`config.mk`:
```
export PLATFORM = sky130hd
export DESIGN_NAME = fnd_scan_cntr
export DESIGN_NICKNAME = d
export VERILOG_FILES = /design/src/rtl/fnd_scan_cntr.sv
export SDC_FILE = /design/constraint.sdc
export NUM_CORES = 1
export LEC_CHECK = 0
export ABC_AREA = 1
export BUFFER_PORTS_ARGS = -buffer_cell sky130_fd_sc_hd__buf_2
export CELL_PAD_IN_SITES_DETAIL_PLACEMENT = 0
export CELL_PAD_IN_SITES_GLOBAL_PLACEMENT = 2
export CORE_AREA = 2 2 97 99
export CTS_BUF_LIST = sky130_fd_sc_hd__clkbuf_16
export CTS_CLUSTER_SIZE = 30
export DETAILED_ROUTE_END_ITERATION = 8
export DIE_AREA = 0 0 99 101
export GPL_ROUTABILITY_DRIVEN = 0
export PLACE_DENSITY = 0.76
export SYNTH_ARGS = -nofsm -noshare
export SYNTH_HDL_FRONTEND = slang
export SYNTH_SLANG_ARGS = --single-unit
```
`constraint.sdc`:
```
create_clock -name clk -period 1.8 [get_ports clk]
set_input_delay 0.45 -clock clk [delete_from_list [all_inputs] [get_ports clk]]
set_output_delay 0.45 -clock clk [all_outputs]
set_load 0.01 [all_outputs]
```
`src/rtl/fnd_scan_cntr.sv`:
```
// Time-multiplexed 4-digit common-anode 7-segment driver with per-frame value snapshot.
// Optional leading-zero suppression on digits 1..3 when FND_LEADING_ZERO_BLANK_EN is defined.
module fnd_scan_cntr #(
  parameter int SCAN_DIV = 100000,
  parameter int DIV_W    = 17
) (
  input  logic        clk,
  input  logic        reset_p,
  input  logic [15:0] value,
  input  logic [3:0]  dp,
  input  logic        blank,
  output logic [7:0]  seg,
  output logic [3:0]  com,
  output logic        frame_tick
);

  localparam logic [DIV_W-1:0] DIV_LAST = DIV_W'(SCAN_DIV - 1);

  logic [DIV_W-1:0] div;
  logic [1:0]       idx;
  logic [15:0]      shadow;
  logic [3:0]       shadow_dp;

  logic             slot_end;
  logic             frame_end;
  logic [3:0]       nibble;
  logic [6:0]       hex_pat;
  logic             lz_dark;
  logic [7:0]       seg_nxt;
  logic [3:0]       com_nxt;

  assign slot_end  = (div == DIV_LAST);
  assign frame_end = slot_end && (idx == 2'd3);

  always_ff @(posedge clk) begin
    if (reset_p) begin
      div        <= '0;
      idx        <= 2'd0;
      shadow     <= 16'h0000;
      shadow_dp  <= 4'b0000;
      seg        <= 8'hFF;
      com        <= 4'b1111;
      frame_tick <= 1'b0;
    end else begin
      div        <= slot_end ? '0 : div + DIV_W'(1);
      if (slot_end) idx <= idx + 2'd1;
      // Snapshot lands on the same edge idx wraps, so a frame never mixes two values.
      if (frame_end) begin
        shadow    <= value;
        shadow_dp <= dp;
      end
      frame_tick <= frame_end;
      seg        <= seg_nxt;
      com        <= com_nxt;
    end
  end

  always_comb begin
    nibble = shadow[{idx, 2'b00} +: 4];
    case (nibble)
      4'h0:    hex_pat = 7'h40;
      4'h1:    hex_pat = 7'h79;
      4'h2:    hex_pat = 7'h24;
      4'h3:    hex_pat = 7'h30;
      4'h4:    hex_pat = 7'h19;
      4'h5:    hex_pat = 7'h12;
      4'h6:    hex_pat = 7'h02;
      4'h7:    hex_pat = 7'h78;
      4'h8:    hex_pat = 7'h00;
      4'h9:    hex_pat = 7'h10;
      4'hA:    hex_pat = 7'h08;
      4'hB:    hex_pat = 7'h03;
      4'hC:    hex_pat = 7'h46;
      4'hD:    hex_pat = 7'h21;
      4'hE:    hex_pat = 7'h06;
      default: hex_pat = 7'h0E;
    endcase
  end

`ifdef FND_LEADING_ZERO_BLANK_EN
  // Digit 0 is never suppressed so an all-zero value still shows a single "0".
  always_comb begin
    case (idx)
      2'd1:    lz_dark = (shadow[15:4]  == 12'h000);
      2'd2:    lz_dark = (shadow[15:8]  == 8'h00);
      2'd3:    lz_dark = (shadow[15:12] == 4'h0);
      default: lz_dark = 1'b0;
    endcase
  end
`else
  assign lz_dark = 1'b0;
`endif

  always_comb begin
    seg_nxt = 8'hFF;
    com_nxt = 4'b1111;
    if (!blank) begin
      com_nxt      = ~(4'b0001 << idx);
      seg_nxt[7]   = ~shadow_dp[idx];
      seg_nxt[6:0] = lz_dark ? 7'h7F : hex_pat;
    end
  end

endmodule

```
== Yosys cells after proc, flatten, opt, wreduce, memory -nomap -nowiden ==
Memories as Yosys holds them, arrays and structs flattened. A register that Yosys moved wholly into a read port is not among the register bits.
Index checks and enable logic that the tools add are counted.
W data, S select, Z words.
Word-level totals
  logic and storage cells: 22
  memories kept: 1
  output and inout bits: 13
  ROM bits: 112
  bits of input ports: 23
  bits in registers: 52
Memory list
  (name not given): depth 16, bits a word 7, read ports 1, clocked after Yosys merged registers in 1, wr ports 0, RTL line 60  | case (nibble)
Operators by class
  shift-type cells: 2
  add/sub/neg operators: 2
  reductions and logical operators: 3
  mux-type cells: 2
  $lt $le $gt $ge: 1
  bitwise logic cells: 2
  eq/ne operators: 2
Operators by type and width (count)
  $add A17 B1 Y17 const B: 1
  $eq A17 B17 Y1 const B: 1
  $shiftx A16 B5 Y4: 1
  $not A4 Y4: 1
  $reduce_or A2 Y1: 2
  $shl A1 B2 Y4 const A: 1
  $lt A2 B3 Y1 const B: 1
  $add A2 B1 Y2 const B: 1
  $bmux W1 S2: 1
  $eq A2 B2 Y1 const B: 1
  $logic_and A1 B1 Y1: 1
  $mux W1: 1
  $not A1 Y1: 1

== Depth between registers and ports, before layout ==
Gate-level depths: netlist of run 1.
  word-level depth: 3
  gate-level depth with buffers: 10
  mapped depth without buffers: 10

== Worst setup path before layout of run 1 ==
No wires, ideal clock.
  kind: flip-flop to flip-flop
  start point: register idx[0]
  end point: register seg[0]
  period minus slack after synthesis: 1580 ps
  path buffers: 1
  data arrival time: 1450 ps
  path slack: 220 ps
  library setup time: 131 ps
  cell stages (with the launch flop): 11
  cell sequence: dfxtp_1 buf_4 nand2_1 nand3_1 nand2_1 inv_1 ha_1 inv_1 nor2_1 a21boi_0 nand3_1
Between the ends
  longest elaborated chain between the ends: 1
RTL lines
  from (decl): RTL line 20  | logic [1:0] idx;
  from (signal assigned): RTL line 46  | if (slot_end) idx <= idx + 2'd1;
  $shiftx A16 B5 Y4: RTL line 59  | nibble = shadow[{idx, 2'b00} +: 4];
  to (decl): RTL line 12  | output logic [7:0] seg,
No other way between the ends.
A chain may end at the register's enable or synchronous reset.

== Final worst setup path of run 1 ==
  start point: register idx[0]
  end point: register seg[5]
The elaborated chain is that of the path after synthesis.

==> impl_metrics.json, run 1 <==
{
  "drcViolationCount": 0,
  "clockPowerShare": 0.463,
  "p_comb_frac": 0.042,
  "die_w_um": 99,
  "peakVddDrop_v": 0.0005265,
  "post_cts_buffers": 0,
  "start_util": 0.3024,
  "hold_viol": 0,
  "grt_max_degree": 17,
  "cts.reportedPaths.clkPinSlew_ns": 0.07,
  "worstPathRequired_ns": 1.98,
  "fillers": 986,
  "routed-wl-met3_um": 198,
  "highest_layer": "met4",
  "dr.pass1.iters": 4,
  "dieArea_um2": 9999,
  "netlist_instances": 413,
  "slowest_stage": "dfxtp_2",
  "syn_avg_cell_area_um2": 6.574,
  "place_ws_ns": 0.06984,
  "yosysUniqueCellTypes": 26,
  "num_antenna_cells": 0,
  "switchingPower_mw": 0.4959,
  "total_power_mw": 2.363,
  "finClkSkew_ns": 0.009412,
  "seq_power_share": 0.495,
  "tns_ns": 0,
  "dieHeight_um": 101,
  "ctsRootBufferMaster": "clkbuf_16",
  "p_int_mw": 1.867,
  "final_common_cell": "nand2_1",
  "setup_slack_ns": 0.1910,
  "wl_met1_um": 3156,
  "fin_crit_sh": 0.8939,
  "p_per_area_nw_per_um2": 717.0,
  "wl_per_cell_um": 10.89,
  "cts_resized": 0,
  "io_pins": 36,
  "p_sw_frac": 0.2099,
  "path_max_fanout": 10,
  "layout_common_cells": "nand2_1 (107), inv_1 (86), nor2_1 (54)",
  "rsz0062_at_grt": "false",
  "vias_per_cell": 4.262,
  "grt_pass1_vias": 2419,
  "clockBufferDepth": 2,
  "dr_total_vias": 2455,
  "core-area_um2": 8977,
  "cpMostUsedCell": "nand2_1",
  "start_kind": "flip-flop",
  "grt_usage": 0.1396,
  "ys_seq_elements": 52,
  "status": "finished, final reports clean",
  "antenna_found_initial": 0,
  "critical_path_class": "reg2reg",
  "cts_tree": "yes",
  "hpwlAfterDp_um": 4892,
  "grt_first_pass_wirelength_um": 11250,
  "ys_warn_count": 0,
  "period_needed_ns": 1.609,
  "max_slew_margin": 0.7408,
  "hold_class": "in2reg",
  "seq_area_frac_synth": 0.3834,
  "tightest_slew_ns": 0.3888,
  "nets": 498,
  "h-tree-depth": 2,
  "drtAntennaViolNets": 0,
  "drive_above_1_share": 0.1634,
  "rows": 35,
  "clock_sink_count": 52,
  "cp_cell_sequence": "inv_2, nand2_1, nand3_1, nand2_1, inv_1, ha_1, nand3_1, o21ai_0, nand2_1, nand2_1",
  "fmax_mhz": 621.5,
  "portBuffers": 35,
  "dr_wl_met2_um": 2845,
  "grt-ovfl-total": 0,
  "maxCapViolCount": 0,
  "critPathMaxStageDelay_ns": 0.42,
  "insertion_delay_ns": 0.29,
  "setup_viol": 0,
  "hold_buffers": 0,
  "cts_buffers": 5,
  "drt-total-wl_um": 6271,
  "area_delta_synth_final_pct": 21.38,
  "drt-initial-drc-count": 78,
  "endpoint_kind": "flip-flop",
  "cp_data_arrival_time_ns": 1.79,
  "p_leak_nw": 1.560,
  "finalMaxSlewViolations": 0,
  "syn_area_um2": 2715,
  "syn_nets": 447
}
-- worst max-delay path: cells and delay by family (launching register included) --
kind / cells / cell delay [ns]
adders and majority gates: 1 / 0.22
buffers and inverters: 2 / 0.21
DFF: 1 / 0.42
AOI/OAI and AO/OA: 1 / 0.10
and+or+nand+nor: 6 / 0.55
-- per-stage QoR --
stage	hold WS, ns	utilization	instance area (um2)	instances
final	0.4014	0.3671	3296	576
after global routing	0.4147	0.3671	3296	576
after CTS	0.4204	0.3661	3287	576
after detailed placement	0.4450	0.3475	3119	568
after global placement	0.4319	0.3475	3119	568
after floorplan	0.4175	-	2715	413
-- sequential cells by signal, summed over array words and instances (netlist names) --
signal and count:
com 4, div 17, frame_tick 1, idx 2
seg 8, shadow 16, shadow_dp 4
-- path summary, 6_finish.rpt --
path	startpoint	endpoint	slack, ns	cells after the start
hold reg to reg	div[0]	div[0]	0.45	1
hold / removal	reset_p	frame_tick	0.40	2
setup / recovery	idx[0]	seg[5]	0.19	10
setup reg to reg	idx[0]	seg[5]	0.19	10
-- cell type report --
type,instances,area (um2),share of cell area
inverter,87,326.6,0.09909
clock inverter,3,42.54,0.01291
timing repair buffer,57,340.3,0.1033
tap,111,138.9,0.04214
sequential,52,1042,0.3162
clock buffer,5,125.1,0.03797
multi-input combinational,261,1280,0.3884
-- cells by family after synthesis --
| kind of cell | count (synthesis) | share of synthesized area |
|---|---|---|
| simple gates | 225 | 0.3572 |
| buf+inv | 100 | 0.1498 |
| flops | 52 | 0.3834 |
| compound gates | 17 | 0.03318 |
| fa+ha+maj | 11 | 0.05069 |
| xor+xnor | 8 | 0.02581 |
-- power groups by stage --
stage	sequential, mW	combinational (mW)	clock [mW]
3_3_place_gp	1.20	0.103	0
3_5_place_dp	1.20	0.103	0
2_1_floorplan	1.20	0.0479	0
4_1_cts	1.17	0.103	1.13
5_1_grt	1.17	0.117	1.17
6_report	1.17	0.0993	1.09
-- layer usage --
metal	global-route usage	up-vias
li1	-	1353
met3	0.02705	6
met4	0.03688	0
met5	0	-
met2	0.2302	32
met1	0.1871	1064
-- cell usage after synthesis --
master | count | area [um2]
or2_2 | 1 | 6.260
clkbuf_1 | 3 | 11.26
dfxtp_1 | 52 | 1041
buf_6 | 3 | 33.78
nand3_1 | 29 | 145.1
inv_1 | 85 | 319.1
inv_2 | 2 | 7.510
nand2_2 | 3 | 18.77
ha_1 | 11 | 137.6
nand2_1 | 108 | 405.4
xor2_1 | 7 | 61.31
o21ai_0 | 9 | 45.04
nor4_1 | 1 | 6.260
nor2_2 | 1 | 6.260
nand3_2 | 2 | 20.02
buf_1 | 2 | 7.510
buf_2 | 4 | 20.02
a21boi_0 | 1 | 7.510
nand3b_1 | 1 | 7.510
xnor2_1 | 1 | 8.760
nor3_1 | 4 | 20.02
buf_4 | 1 | 7.510
nand4_1 | 21 | 131.4
nor2_1 | 54 | 202.7
a21oi_1 | 6 | 30.03
o211ai_1 | 1 | 7.510
Note: power is estimated with default switching activity, not from simulation.
==> run 2, diff against run 1 <==
==> config.mk (replaced) <==
export PLATFORM = sky130hd
export DESIGN_NAME = fnd_scan_cntr
export DESIGN_NICKNAME = d
export VERILOG_FILES = /design/src/rtl/fnd_scan_cntr.sv
export SDC_FILE = /design/constraint.sdc
export NUM_CORES = 1
export LEC_CHECK = 0
export ABC_AREA = 1
export CELL_PAD_IN_SITES_DETAIL_PLACEMENT = 0
export CELL_PAD_IN_SITES_GLOBAL_PLACEMENT = 2
export CORE_AREA = 2 2 93 95
export CTS_BUF_LIST = sky130_fd_sc_hd__clkbuf_16
export CTS_CLUSTER_SIZE = 30
export DETAILED_ROUTE_END_ITERATION = 8
export DIE_AREA = 0 0 95 97
export DONT_BUFFER_PORTS = 1
export GPL_ROUTABILITY_DRIVEN = 0
export PLACE_DENSITY = 0.75
export SYNTH_ARGS = -nofsm -noshare
export SYNTH_HDL_FRONTEND = slang
export SYNTH_SLANG_ARGS = --single-unit
==> constraint.sdc (replaced) <==
create_clock -name clk -period 1.8 [get_ports clk]
set_input_delay 0.27 -clock clk [delete_from_list [all_inputs] [get_ports clk]]
set_output_delay 0.27 -clock clk [all_outputs]
set_load 0.01 [all_outputs]
==> run 2 against run 1 <==
Die area is 7.8% lower. Sequential power barely moved. Sequential cell count unchanged. Worst setup slack worse by 0.036 ns. Final cell count down 8.3%. Clock power grew 26%. First-iteration DRC count decreased by 15%. Critical endpoint is now div[2]. Highest routed layer unchanged.
==> impl_metrics.json, run 2 (synthesized netlist as in run 1, its figures left out) <==
{
  "grt_pass1_vias": 2239,
  "post_cts_buffers": 0,
  "place_area_um2": 2884,
  "cts.reportedPaths.clkPinSlew_ns": 0.07,
  "drtAntennaViolNets": 0,
  "setup_viol": 0,
  "cts_tree": "yes",
  "max_slew_margin": 0.6886,
  "crit_start": "div[0]",
  "dr.pass1.iters": 4,
  "tightest_slew_ns": 0.4666,
  "grt_usage": 0.1433,
  "core-area_um2": 8134,
  "period_needed_ns": 1.645,
  "cp_data_arrival_time_ns": 1.83,
  "fillers": 884,
  "top_usage_layer": "met2",
  "cts_buffers": 5,
  "drt-initial-drc-count": 66,
  "insertion_delay_ns": 0.29,
  "layout_common_cells": "nand2_1 (107), inv_1 (85), nor2_1 (54)",
  "drive_above_1_share": 0.08511,
  "p_leak_nw": 1.425,
  "fin_crit_sh": 0.9139,
  "p_per_area_nw_per_um2": 838.7,
  "maxCapViolCount": 0,
  "grt_use_met1": 0.2061,
  "largest-register": "div",
  "h-tree-depth": 2,
  "dr_total_vias": 2345,
  "clock_sink_count": 52,
  "grt-ovfl-total": 0,
  "reg_top3": "div x17, shadow x16, seg x8",
  "hp-start": "reset_p",
  "num_antenna_cells": 0,
  "io_pins": 36,
  "final_common_cell": "nand2_1",
  "antenna_found_initial": 0,
  "largest_reg_flops": 17,
  "start_kind": "flip-flop",
  "rows": 33,
  "dieHeight_um": 97,
  "endpoint_kind": "flip-flop",
  "area_delta_synth_final_pct": 14.52,
  "portBuffers": 0,
  "finalMaxSlewViolations": 0,
  "ctsRootBufferMaster": "clkbuf_16",
  "fmax_mhz": 607.9,
  "grt_util_met2": 0.2133,
  "hold_class": "in2reg",
  "die_w_um": 95,
  "hold_viol": 0,
  "path_max_fanout": 9,
  "worstPathRequired_ns": 1.99,
  "status": "finished, final reports clean",
  "hpwlAfterDp_um": 4617,
  "dieArea_um2": 9215,
  "worstReg2RegStart": "div[0]",
  "finClkSkew_ns": 0.003369,
  "critical_path_class": "reg2reg",
  "nets": 456,
  "clockBufferDepth": 2,
  "drt-total-wl_um": 6119,
  "peakVddDrop_v": 0.0005156,
  "final_util": 0.3822,
  "grt_first_pass_wirelength_um": 10530,
  "tns_ns": 0,
  "vias_per_cell": 4.441,
  "drcViolationCount": 0,
  "grt_max_degree": 21,
  "wl_per_cell_um": 11.59,
  "design_area_um2": 3109,
  "met3_usage": 0.03037,
  "start_util": 0.3338
}
-- run 2: repair_timing --
item / 4_1_cts / 5_1_grt
endpoints found under the setup margin: 0 / 12
hold buffers: 0 / 0
gates resized for setup: 0 / 5
-- run 2: stage by stage --
step / std cells / setup slack [ns] / hold WS (ns) / total power, mW
floorplan: 413 / 0.2198 / 0.3467 / 1.248
global placement: 520 / 0.04868 / 0.3781 / 1.267
detailed placement: 520 / 0.05569 / 0.3838 / 1.267
CTS: 528 / 0.02024 / 0.07633 / 2.648
global route: 528 / -0.008181 / 0.07015 / 2.704
finish: 528 / 0.1550 / 0.07599 / 2.608
-- run 2: path summary, 6_finish.rpt --
path                      to  slack [ns]  cells after the start
setup / recovery      div[2]        0.16                      9
hold reg to reg       div[0]        0.45                      1
hold / removal    frame_tick        0.08                      1
setup reg to reg      div[2]        0.16                      9
-- run 2: report_power, final --
| part | total [mW] | switching (mW) | internal [mW] | leakage, nW |
|---|---|---|---|---|
| clock network | 1.37 | 0.432 | 0.937 | 0.104 |
| logic | 0.0634 | 0.0394 | 0.0240 | 0.898 |
| registers | 1.17 | 0.0110 | 1.16 | 0.423 |
-- run 2: layer usage --
layer / wire, um / vias up
li1: - / 1262
met1: 3221 / 1038
met2: 2651 / 39
met3: 172 / 6
met4: 75 / 0
met5: 0 / -
-- run 2: final cells by class --
cell class / count / area (um2) / share of cell area
clock buffer: 5 / 125.1 / 0.04024
clock inverter: 3 / 90.09 / 0.02897
inverter: 87 / 326.6 / 0.1050
multi-input combinational: 261 / 1280 / 0.4117
sequential: 52 / 1044 / 0.3356
tap: 105 / 131.4 / 0.04225
timing repair buffer: 15 / 112.6 / 0.03622
-- run 2: critical path: stages, from the launching register on --
cell and delay [ns]:
dfxtp_1 0.35, ha_1 0.21, nand3_2 0.12, inv_2 0.10
nand2_1 0.06, nor2_2 0.17, nand2_1 0.17, nand2_4 0.15
buf_4 0.16, nor3_1 0.05
